[config.mk]
export PLATFORM = sky130hd
export DESIGN_NAME = bist_sequencer_flat
export DESIGN_NICKNAME = d
export VERILOG_FILES = /design/src/rtl/bist_pkg.sv /design/src/rtl/bist_sequencer_if.sv /design/src/rtl/bist_start_edge.sv /design/src/rtl/bist_sequencer.sv /design/src/flat_wrapper.sv
export SDC_FILE = /design/constraint.sdc
export NUM_CORES = 1
export LEC_CHECK = 0
export CAP_MARGIN = 25
export CORE_ASPECT_RATIO = 0.75
export CORE_MARGIN = 5
export CORE_UTILIZATION = 49
export CTS_BUF_LIST = sky130_fd_sc_hd__clkbuf_4
export DETAILED_ROUTE_END_ITERATION = 6
export PLACE_DENSITY_LB_ADDON = 0.25
export SLEW_MARGIN = 20
export SYNTH_ARGS = -nofsm -noshare
export SYNTH_HDL_FRONTEND = slang
export SYNTH_SLANG_ARGS = --single-unit
[constraint.sdc]
create_clock -name CLK -period 1.9 [get_ports CLK]
set_input_delay 0.38 -clock CLK [delete_from_list [all_inputs] [get_ports CLK]]
set_output_delay 0.38 -clock CLK [all_outputs]
set_load 0.02 [all_outputs]
[src/rtl/bist_pkg.sv]
// rtl/bist_pkg.sv - shared state encoding and default constants for the scan BIST
package bist_pkg;

    typedef enum logic [2:0] {
        ST_IDLE,
        ST_INIT,
        ST_SHIFT,
        ST_CAPTURE,
        ST_FLUSH,
        ST_COMPARE,
        ST_DONE
    } bist_state_t;

    localparam int         BIST_SCAN_LEN = 6;
    localparam int         BIST_N_PAT    = 100;
    localparam int         BIST_SIG_W    = 8;
    localparam logic [7:0] BIST_GOLDEN   = 8'hA5;

endpackage

[src/rtl/bist_sequencer_if.sv]
// rtl/bist_sequencer_if.sv - start/signature inputs and scan-control outputs of the BIST sequencer
interface bist_sequencer_if #(
    parameter int SIG_W = 8
);
    logic             bist_start;
    logic [SIG_W-1:0] sig;
    logic             scan_en;
    logic             tpg_rst;
    logic             misr_en;
    logic             running;
    logic             bist_end;
    logic             pass_fail;

    modport master (
        output bist_start, sig,
        input  scan_en, tpg_rst, misr_en, running, bist_end, pass_fail
    );

    modport slave (
        input  bist_start, sig,
        output scan_en, tpg_rst, misr_en, running, bist_end, pass_fail
    );
endinterface

[src/rtl/bist_start_edge.sv]
// rtl/bist_start_edge.sv - rising-edge detect on bist_start; history resets high so a held level is not a start
module bist_start_edge (
    input  logic clk_i,
    input  logic rst_i,
    input  logic level_i,
    output logic edge_o
);
    logic start_q;
    logic start_d;

    assign start_d = level_i;

    always_ff @(posedge clk_i) begin
        if (rst_i) begin
            start_q <= 1'b1;
        end else begin
            start_q <= start_d;
        end
    end

    assign edge_o = level_i & ~start_q;
endmodule

[src/rtl/bist_sequencer.sv]
// rtl/bist_sequencer.sv - one FSM sequencing seed, shift/capture windows, flush and signature compare
module bist_sequencer
    import bist_pkg::*;
#(
    parameter int               SCAN_LEN = BIST_SCAN_LEN,
    parameter int               N_PAT    = BIST_N_PAT,
    parameter int               SIG_W    = BIST_SIG_W,
    parameter logic [SIG_W-1:0] GOLDEN   = SIG_W'(BIST_GOLDEN)
) (
    input logic              CLK,
    input logic              RST,
    bist_sequencer_if.slave  bus
);
    localparam int              SH_W    = $clog2(SCAN_LEN + 1);
    localparam int              PAT_W   = $clog2(N_PAT + 1);
    localparam logic [SH_W-1:0]  SH_LAST  = SH_W'(SCAN_LEN - 1);
    localparam logic [PAT_W-1:0] PAT_LAST = PAT_W'(N_PAT - 1);

    bist_state_t      state_q, state_d;
    logic [SH_W-1:0]  sh_cnt_q, sh_cnt_d;
    logic [PAT_W-1:0] pat_cnt_q, pat_cnt_d;
    logic             bist_end_q, bist_end_d;
    logic             pass_fail_q, pass_fail_d;
    logic             start_edge;

    bist_start_edge u_start_edge (
        .clk_i   (CLK),
        .rst_i   (RST),
        .level_i (bus.bist_start),
        .edge_o  (start_edge)
    );

    always_ff @(posedge CLK) begin
        if (RST) begin
            state_q     <= ST_IDLE;
            sh_cnt_q    <= '0;
            pat_cnt_q   <= '0;
            bist_end_q  <= 1'b0;
            pass_fail_q <= 1'b0;
        end else begin
            state_q     <= state_d;
            sh_cnt_q    <= sh_cnt_d;
            pat_cnt_q   <= pat_cnt_d;
            bist_end_q  <= bist_end_d;
            pass_fail_q <= pass_fail_d;
        end
    end

    always_comb begin
        state_d     = state_q;
        sh_cnt_d    = sh_cnt_q;
        pat_cnt_d   = pat_cnt_q;
        bist_end_d  = bist_end_q;
        pass_fail_d = pass_fail_q;
        case (state_q)
            ST_IDLE: begin
                if (start_edge) begin
                    state_d = ST_INIT;
                end
            end
            ST_INIT: begin
                sh_cnt_d    = '0;
                pat_cnt_d   = '0;
                bist_end_d  = 1'b0;
                pass_fail_d = 1'b0;
                state_d     = ST_SHIFT;
            end
            // FLUSH reuses the shift window to unload the final capture.
            ST_SHIFT, ST_FLUSH: begin
                if (sh_cnt_q == SH_LAST) begin
                    sh_cnt_d = '0;
                    state_d  = (state_q == ST_SHIFT) ? ST_CAPTURE : ST_COMPARE;
                end else begin
                    sh_cnt_d = sh_cnt_q + SH_W'(1);
                end
            end
            ST_CAPTURE: begin
                if (pat_cnt_q == PAT_LAST) begin
                    state_d = ST_FLUSH;
                end else begin
                    pat_cnt_d = pat_cnt_q + PAT_W'(1);
                    state_d   = ST_SHIFT;
                end
            end
            // Result lands on the edge into DONE so bist_end is visible during DONE.
            ST_COMPARE: begin
                pass_fail_d = (bus.sig == GOLDEN);
                bist_end_d  = 1'b1;
                state_d     = ST_DONE;
            end
            ST_DONE: begin
                state_d = start_edge ? ST_INIT : ST_IDLE;
            end
            default: begin
                state_d = ST_IDLE;
            end
        endcase
    end

    assign bus.scan_en   = (state_q == ST_SHIFT) || (state_q == ST_FLUSH);
    assign bus.misr_en   = (state_q == ST_SHIFT) || (state_q == ST_CAPTURE) ||
                           (state_q == ST_FLUSH);
    assign bus.tpg_rst   = (state_q == ST_INIT);
    assign bus.running   = (state_q != ST_IDLE) && (state_q != ST_DONE);
    assign bus.bist_end  = bist_end_q;
    assign bus.pass_fail = pass_fail_q;
endmodule

[src/flat_wrapper.sv]
// flat-port wrapper written by rule: the top's interface ports become plain ports
module bist_sequencer_flat import bist_pkg::*;
#(
    parameter int               SCAN_LEN = BIST_SCAN_LEN,
    parameter int               N_PAT    = BIST_N_PAT,
    parameter int               SIG_W    = BIST_SIG_W,
    parameter logic [SIG_W-1:0] GOLDEN   = SIG_W'(BIST_GOLDEN)
)
  (CLK, RST, bus_bist_start, bus_sig, bus_scan_en, bus_tpg_rst, bus_misr_en, bus_running, bus_bist_end, bus_pass_fail);
  bist_sequencer_if #(.SIG_W(SIG_W)) bus_i ();
  input logic CLK;
  input logic RST;
  input wire logic [$bits(bus_i.bist_start)-1:0] bus_bist_start;
  input wire logic [$bits(bus_i.sig)-1:0] bus_sig;
  output wire logic [$bits(bus_i.scan_en)-1:0] bus_scan_en;
  output wire logic [$bits(bus_i.tpg_rst)-1:0] bus_tpg_rst;
  output wire logic [$bits(bus_i.misr_en)-1:0] bus_misr_en;
  output wire logic [$bits(bus_i.running)-1:0] bus_running;
  output wire logic [$bits(bus_i.bist_end)-1:0] bus_bist_end;
  output wire logic [$bits(bus_i.pass_fail)-1:0] bus_pass_fail;
  assign bus_i.bist_start = bus_bist_start;
  assign bus_i.sig = bus_sig;
  assign bus_scan_en = bus_i.scan_en;
  assign bus_tpg_rst = bus_i.tpg_rst;
  assign bus_misr_en = bus_i.misr_en;
  assign bus_running = bus_i.running;
  assign bus_bist_end = bus_i.bist_end;
  assign bus_pass_fail = bus_i.pass_fail;
  bist_sequencer #(.SCAN_LEN(SCAN_LEN), .N_PAT(N_PAT), .SIG_W(SIG_W), .GOLDEN(GOLDEN)) u_core (.CLK(CLK), .RST(RST), .bus(bus_i));
endmodule
* Word-level counts from Yosys, hierarchy flattened
Index checks and enable logic that the tools add are counted.
** Word-level totals
- Flip-flop bits (word level) :: 16
- Output and inout port bits :: 6
- Logic and storage cells :: 47
** Cells by class
- Add/sub/neg operators :: 2
- Equality and inequality tests :: 13
- Muxes and demuxes :: 12
- Bitwise logic cells :: 2
- Reductions and logical operators :: 12
** Operators with widths (number)
- $pmux W3 S6 :: 1
- $mux W3 :: 5
- $pmux W7 S2 :: 1
- $eq A3 B3 Y1 const B :: 4
- $eq A8 B8 Y1 const B :: 1
- $add A7 B1 Y7 const B :: 1
- $eq A7 B7 Y1 const B :: 1
- $mux W7 :: 1
- $eq A3 B2 Y1 const B :: 2
- $pmux W3 S2 :: 1
- $reduce_bool A2 Y1 :: 3
- $ne A2 B1 Y1 const B :: 2
- $pmux W1 S2 :: 2
- $reduce_and A2 Y1 :: 2
- $add A3 B1 Y3 const B :: 1
- $eq A3 B1 Y1 const B :: 1
- $logic_not A3 Y1 :: 1
- $logic_or A1 B1 Y1 :: 3
- $ne A3 B3 Y1 const B :: 1
- $reduce_bool A3 Y1 :: 1
- $ne A2 B2 Y1 const B :: 1
- $reduce_or A2 Y1 :: 1
- $and A1 B1 Y1 :: 1
- $logic_and A1 B1 Y1 :: 1
- 2 further kinds :: 2

* Longest topological paths before layout
- Depth in word-level cells :: 4
- Mapped depth :: 5
- Depth with buffers taken out :: 4

* By module
Synthesis repeated with hierarchy kept, for this count alone.
** Second synthesis, totals
- Cells, all modules :: 107
- Area total of the unflattened synthesis :: 927.1 µm²
** By module, submodules not included
- bist_sequencer :: times used 1, cells an instance 104, area an instance 894.6 µm²
- bist_start_edge :: times used 1, cells an instance 3, area an instance 32.5 µm²

* Least setup slack after synthesis
No wires, ideal clock.
- Path kind :: register to output
- Start point :: register u_core.state_q[1]
- End point :: output bus_misr_en
- Data arrival time :: 1.114 ns
- Required time :: 1.520 ns
- Slack :: 0.406 ns
- Cell stages (with the launch flop) :: 4
- Cell sequence :: dfxtp_1 buf_4 clkbuf_1 o21ai_0
** On the way
- Cells in the longest elaborated chain, start to end :: 3
** RTL lines
- start: declaration :: line bist_sequencer.sv:19 : bist_state_t state_q, state_d;
- start signal: assignment :: line bist_sequencer.sv:41 : state_q <= state_d;
- $eq A3 B2 Y1 :: line bist_sequencer.sv:101 : assign bus.misr_en = (state_q == ST_SHIFT) || (state_q == ST_CAPTURE) ||
- $logic_or A1 B1 Y1 :: line bist_sequencer.sv:101
- $logic_or A1 B1 Y1 (*) :: line bist_sequencer.sv:101
- end: declaration :: line flat_wrapper.sv:17 : output wire logic [$bits(bus_i.misr_en)-1:0] bus_misr_en;
Every way passes the cells marked *; elsewhere a longest branch is shown, timed or not.

* Worst setup path after layout
- Start point :: register u_core.state_q[0]
- End point :: output bus_misr_en
Same word-level chain as after synthesis.

==> metrics.md <==
| Metric | Value |
|---|---|
| Status | finished, final reports clean |
| HP Class | register to register |
| Fraction of the mapped netlist area in simple logic gates | 31.10% |
| Seq/Total Area, Yosys | 34.32% |
| Drt first-iter violations | 27 |
| Compound-cell area share of the yosys netlist | 23.06% |
| Hold path cells | 2 |
| Hpwl dp | 1636 um |
| Asr flop ratio synth | 0% |
| TNS Setup | 0 ns |
| Reg2Reg Depth | 4 |
| Final worst path period need | 1.681 ns |
| DRT Pass-1 Iters | 6 |
| Final #Nets | 144 |
| Ys Warns | 0 |
| Worst-Margin Slew | 0.4256 ns |
| DRT Wirelength | 2222 um |
| Fin. Hold Viols | 0 |
| Synth area leaders | dfxtp_1 34%, nand2b_1 4.7%, a21oi_1 4.3%, o21ai_0 3.8%, nand2_1 3.6% |
| Drt drc | 0 |
| Cell area after layout | 0.001167 mm^2 |
| Mux cell area share after synthesis | 2.145% |
| Ant. Diodes | 0 |
| Largest net degree at the start of global routing | 13 |
| Crit Path Max Fanout | 12 |
| Clk root buf | clkbuf_4 |
| Critical path arrival | 1.30 ns |
| Max IR drop VDD | 0.4809 mV |
| Tcrit/Tclk final | 88.49% |
| Initial Util | 52.65% |
| Die Y | 47.80 um |
| Max-slew violation count | 0 |
| Critical Path RT | 1.52 ns |
| Static Leak | 0.4359 nW |
| Die area | 0.002887 mm^2 |
| Number of synthesized flops with an enable pin | 0 |
| Clock Path Buffers | 2 |
| Final hold slack | 0.4691 ns |
| GRT Residual Overflow | 0 |
| Later-pin clock latency in the skew report | 0.29 ns |
| Main synth FF type | dfxtp_1 |
| FMAX | 0.5948 GHz |
| Storage cell area | 329.1 um^2 |
| WL/cell | 14.62 um |
| Share of the synthesized area in the top cell type | 34.32% |
| Num CTS Buffers | 3 |
| Unrepaired setup endpoints after global routing | false |
| Standard-cell rows | 13 |
| Hold Buf Count CTS | 0 |
| Unique masters post-synth | 35 |
| # Max-Cap Violations | 0 |
| Final Skew | 0.009549 ns |
| Combinational family with the most area after synthesis | simple AND/OR/NAND/NOR gates |
| Post-synthesis adder-cell area fraction | 1.340% |
| Mapped Area | 933.4 um^2 |
| Total track usage | 17.16% |
| Die Wd | 60.40 um |
| First-pass GRT wire length | 3663 um |
| Yosys reg bits | 16 |
| Gpl congestion | 0.7894 |
| Core area | 0.001773 mm^2 |
| Final setup vio count | 0 |
| Total power | 0.5932 mW |
| Final core occ | 65.84% |
| Cells after Synth | 112 |
| Vias per inst | 5.875 |
| Vias in the first global route | 896 |
| Pwr Density | 508.2 mW/mm^2 |
| I/O Buffers | 16 |
| CTS tree | yes |
| Max H-tree Level | 1 |
| WS Path Type | register to output pin |
| Post-Synth XOR/XNOR Area | 0.9383% |
| Crit start category | register |
| Layout area overhead | 25.07% |
| FILL cells | 150 |
| CTS clk-pin slew, worst paths | 0.10 ns |
| Layout cell share with drive strength beyond 1 | 15.38% |
| Vias | 893 |
| Multi-input gate area | 554.3 um^2 |
| Final antenna-violating net count | 0 |
| Syn nets | 124 |
| Slew Limit Headroom | 71.57% |
| Post-placement cell area | 0.001130 mm^2 |
| Critical path endpoint category | output pin |
| Syn Area/Cell | 8.334 um^2 |
| Top Ports | 17 |
| Initial antenna violation count | 0 |
| Synth area leader | dfxtp_1 |
| CTS Sinks | 16 |
==> cell usage in the layout, fill, tap and decap left out, drive strengths merged, types with 3 or more instances in the layout <==
master,count
nor2,3
or3,3
o21ai,7
nor2b,5
dfxtp,16
clkbuf,3
a211oi,3
inv,4
clkdlybuf4s50,12
nand3,3
nand4,4
nand3b,4
dlygate4sd2,3
a31oi,4
nand2,9
buf,8
nand2b,7
a21oi,8
==> final cells by class <==
| class | instances | area share, % |
|---|---|---|
| repair buffers | 24 | 18.76 |
| multi-input cells | 83 | 47.48 |
| inverters | 4 | 1.286 |
| well taps | 22 | 2.358 |
| clock buffers | 3 | 1.929 |
| flip-flops and latches | 16 | 28.19 |
==> cells in the mapped netlist, types with 2 or more instances <==
| library cell | instances |
|---|---|
| nor2_1 | 3 |
| or2_2 | 2 |
| nand3_1 | 3 |
| inv_1 | 4 |
| o221ai_1 | 2 |
| a21oi_1 | 8 |
| nor3b_1 | 2 |
| nand3b_1 | 4 |
| nor2b_1 | 5 |
| a211oi_1 | 3 |
| o311ai_0 | 2 |
| buf_4 | 2 |
| a31oi_1 | 4 |
| nand4b_1 | 2 |
| clkbuf_1 | 3 |
| o21ai_0 | 7 |
| mux2i_1 | 2 |
| nand4_1 | 4 |
| nand2b_1 | 7 |
| or3_1 | 3 |
| nand2_1 | 9 |
| nor4bb_1 | 2 |
| buf_2 | 2 |
| dfxtp_1 | 16 |
==> timing repair <==
| item | CTS | global route |
|---|---|---|
| endpoints found under the setup margin | 4 | 1 |
| buffers inserted | 0 | 0 |
| gates resized for setup | 7 | 3 |
==> cell families after synthesis <==
family          after synthesis
mux                           2
fa+ha+maj                     1
xor+xnor                      1
flops                        16
simple gates                 47
compound gates               32
buf+inv                      13
==> worst paths after layout <==
| path | start | to | slack (ns) |
|---|---|---|---|
| max reg2reg | u_core.pat_cnt_q[0] | u_core.pat_cnt_q[0] | 0.45 |
| min reg2reg | u_core.bus.bist_end | u_core.bus.bist_end | 0.47 |
| max | u_core.state_q[0] | bus_misr_en | 0.22 |
| min | u_core.bus.bist_end | u_core.bus.bist_end | 0.47 |
==> critical path: stages, from the launching register on <==
cell,delay (ns)
dfxtp_4,0.39
nand2b_1,0.16
o21ai_0,0.13
dlygate4sd2_1,0.34
==> per-layer routing <==
layer,track usage [%],vias to the layer above,share of wire [%]
li1,-,452,-
met1,18.71,432,45
met2,33.41,7,52
met3,4.852,2,2.3
met4,3.982,0,0.54
met5,0,-,0
==> state kept, by name, summed over array words and instances, names as in the netlist <==
register and cells:
u_core.sh_cnt_q 3, u_core.bus.bist_end 1, u_core.state_q 3, u_core.u_start_edge.start_q 1, u_core.pat_cnt_q 7, u_core.bus.pass_fail 1
==> per-stage QoR <==
step	setup slack, ns	std cells
2_1_floorplan	0.4063	112
3_3_place_gp	0.1716	149
3_5_place_dp	0.1531	149
4_1_cts	0.01286	152
5_1_grt	0.1188	152
6_report	0.2188	152
==> power by group <==
group / internal (mW) / leakage [nW] / switching, mW
registers: 0.337 / 0.131 / 0.00552
logic: 0.0396 / 0.291 / 0.0292
clock network: 0.0737 / 0.0138 / 0.108
No activity file was read; power rests on OpenSTA's default activity.
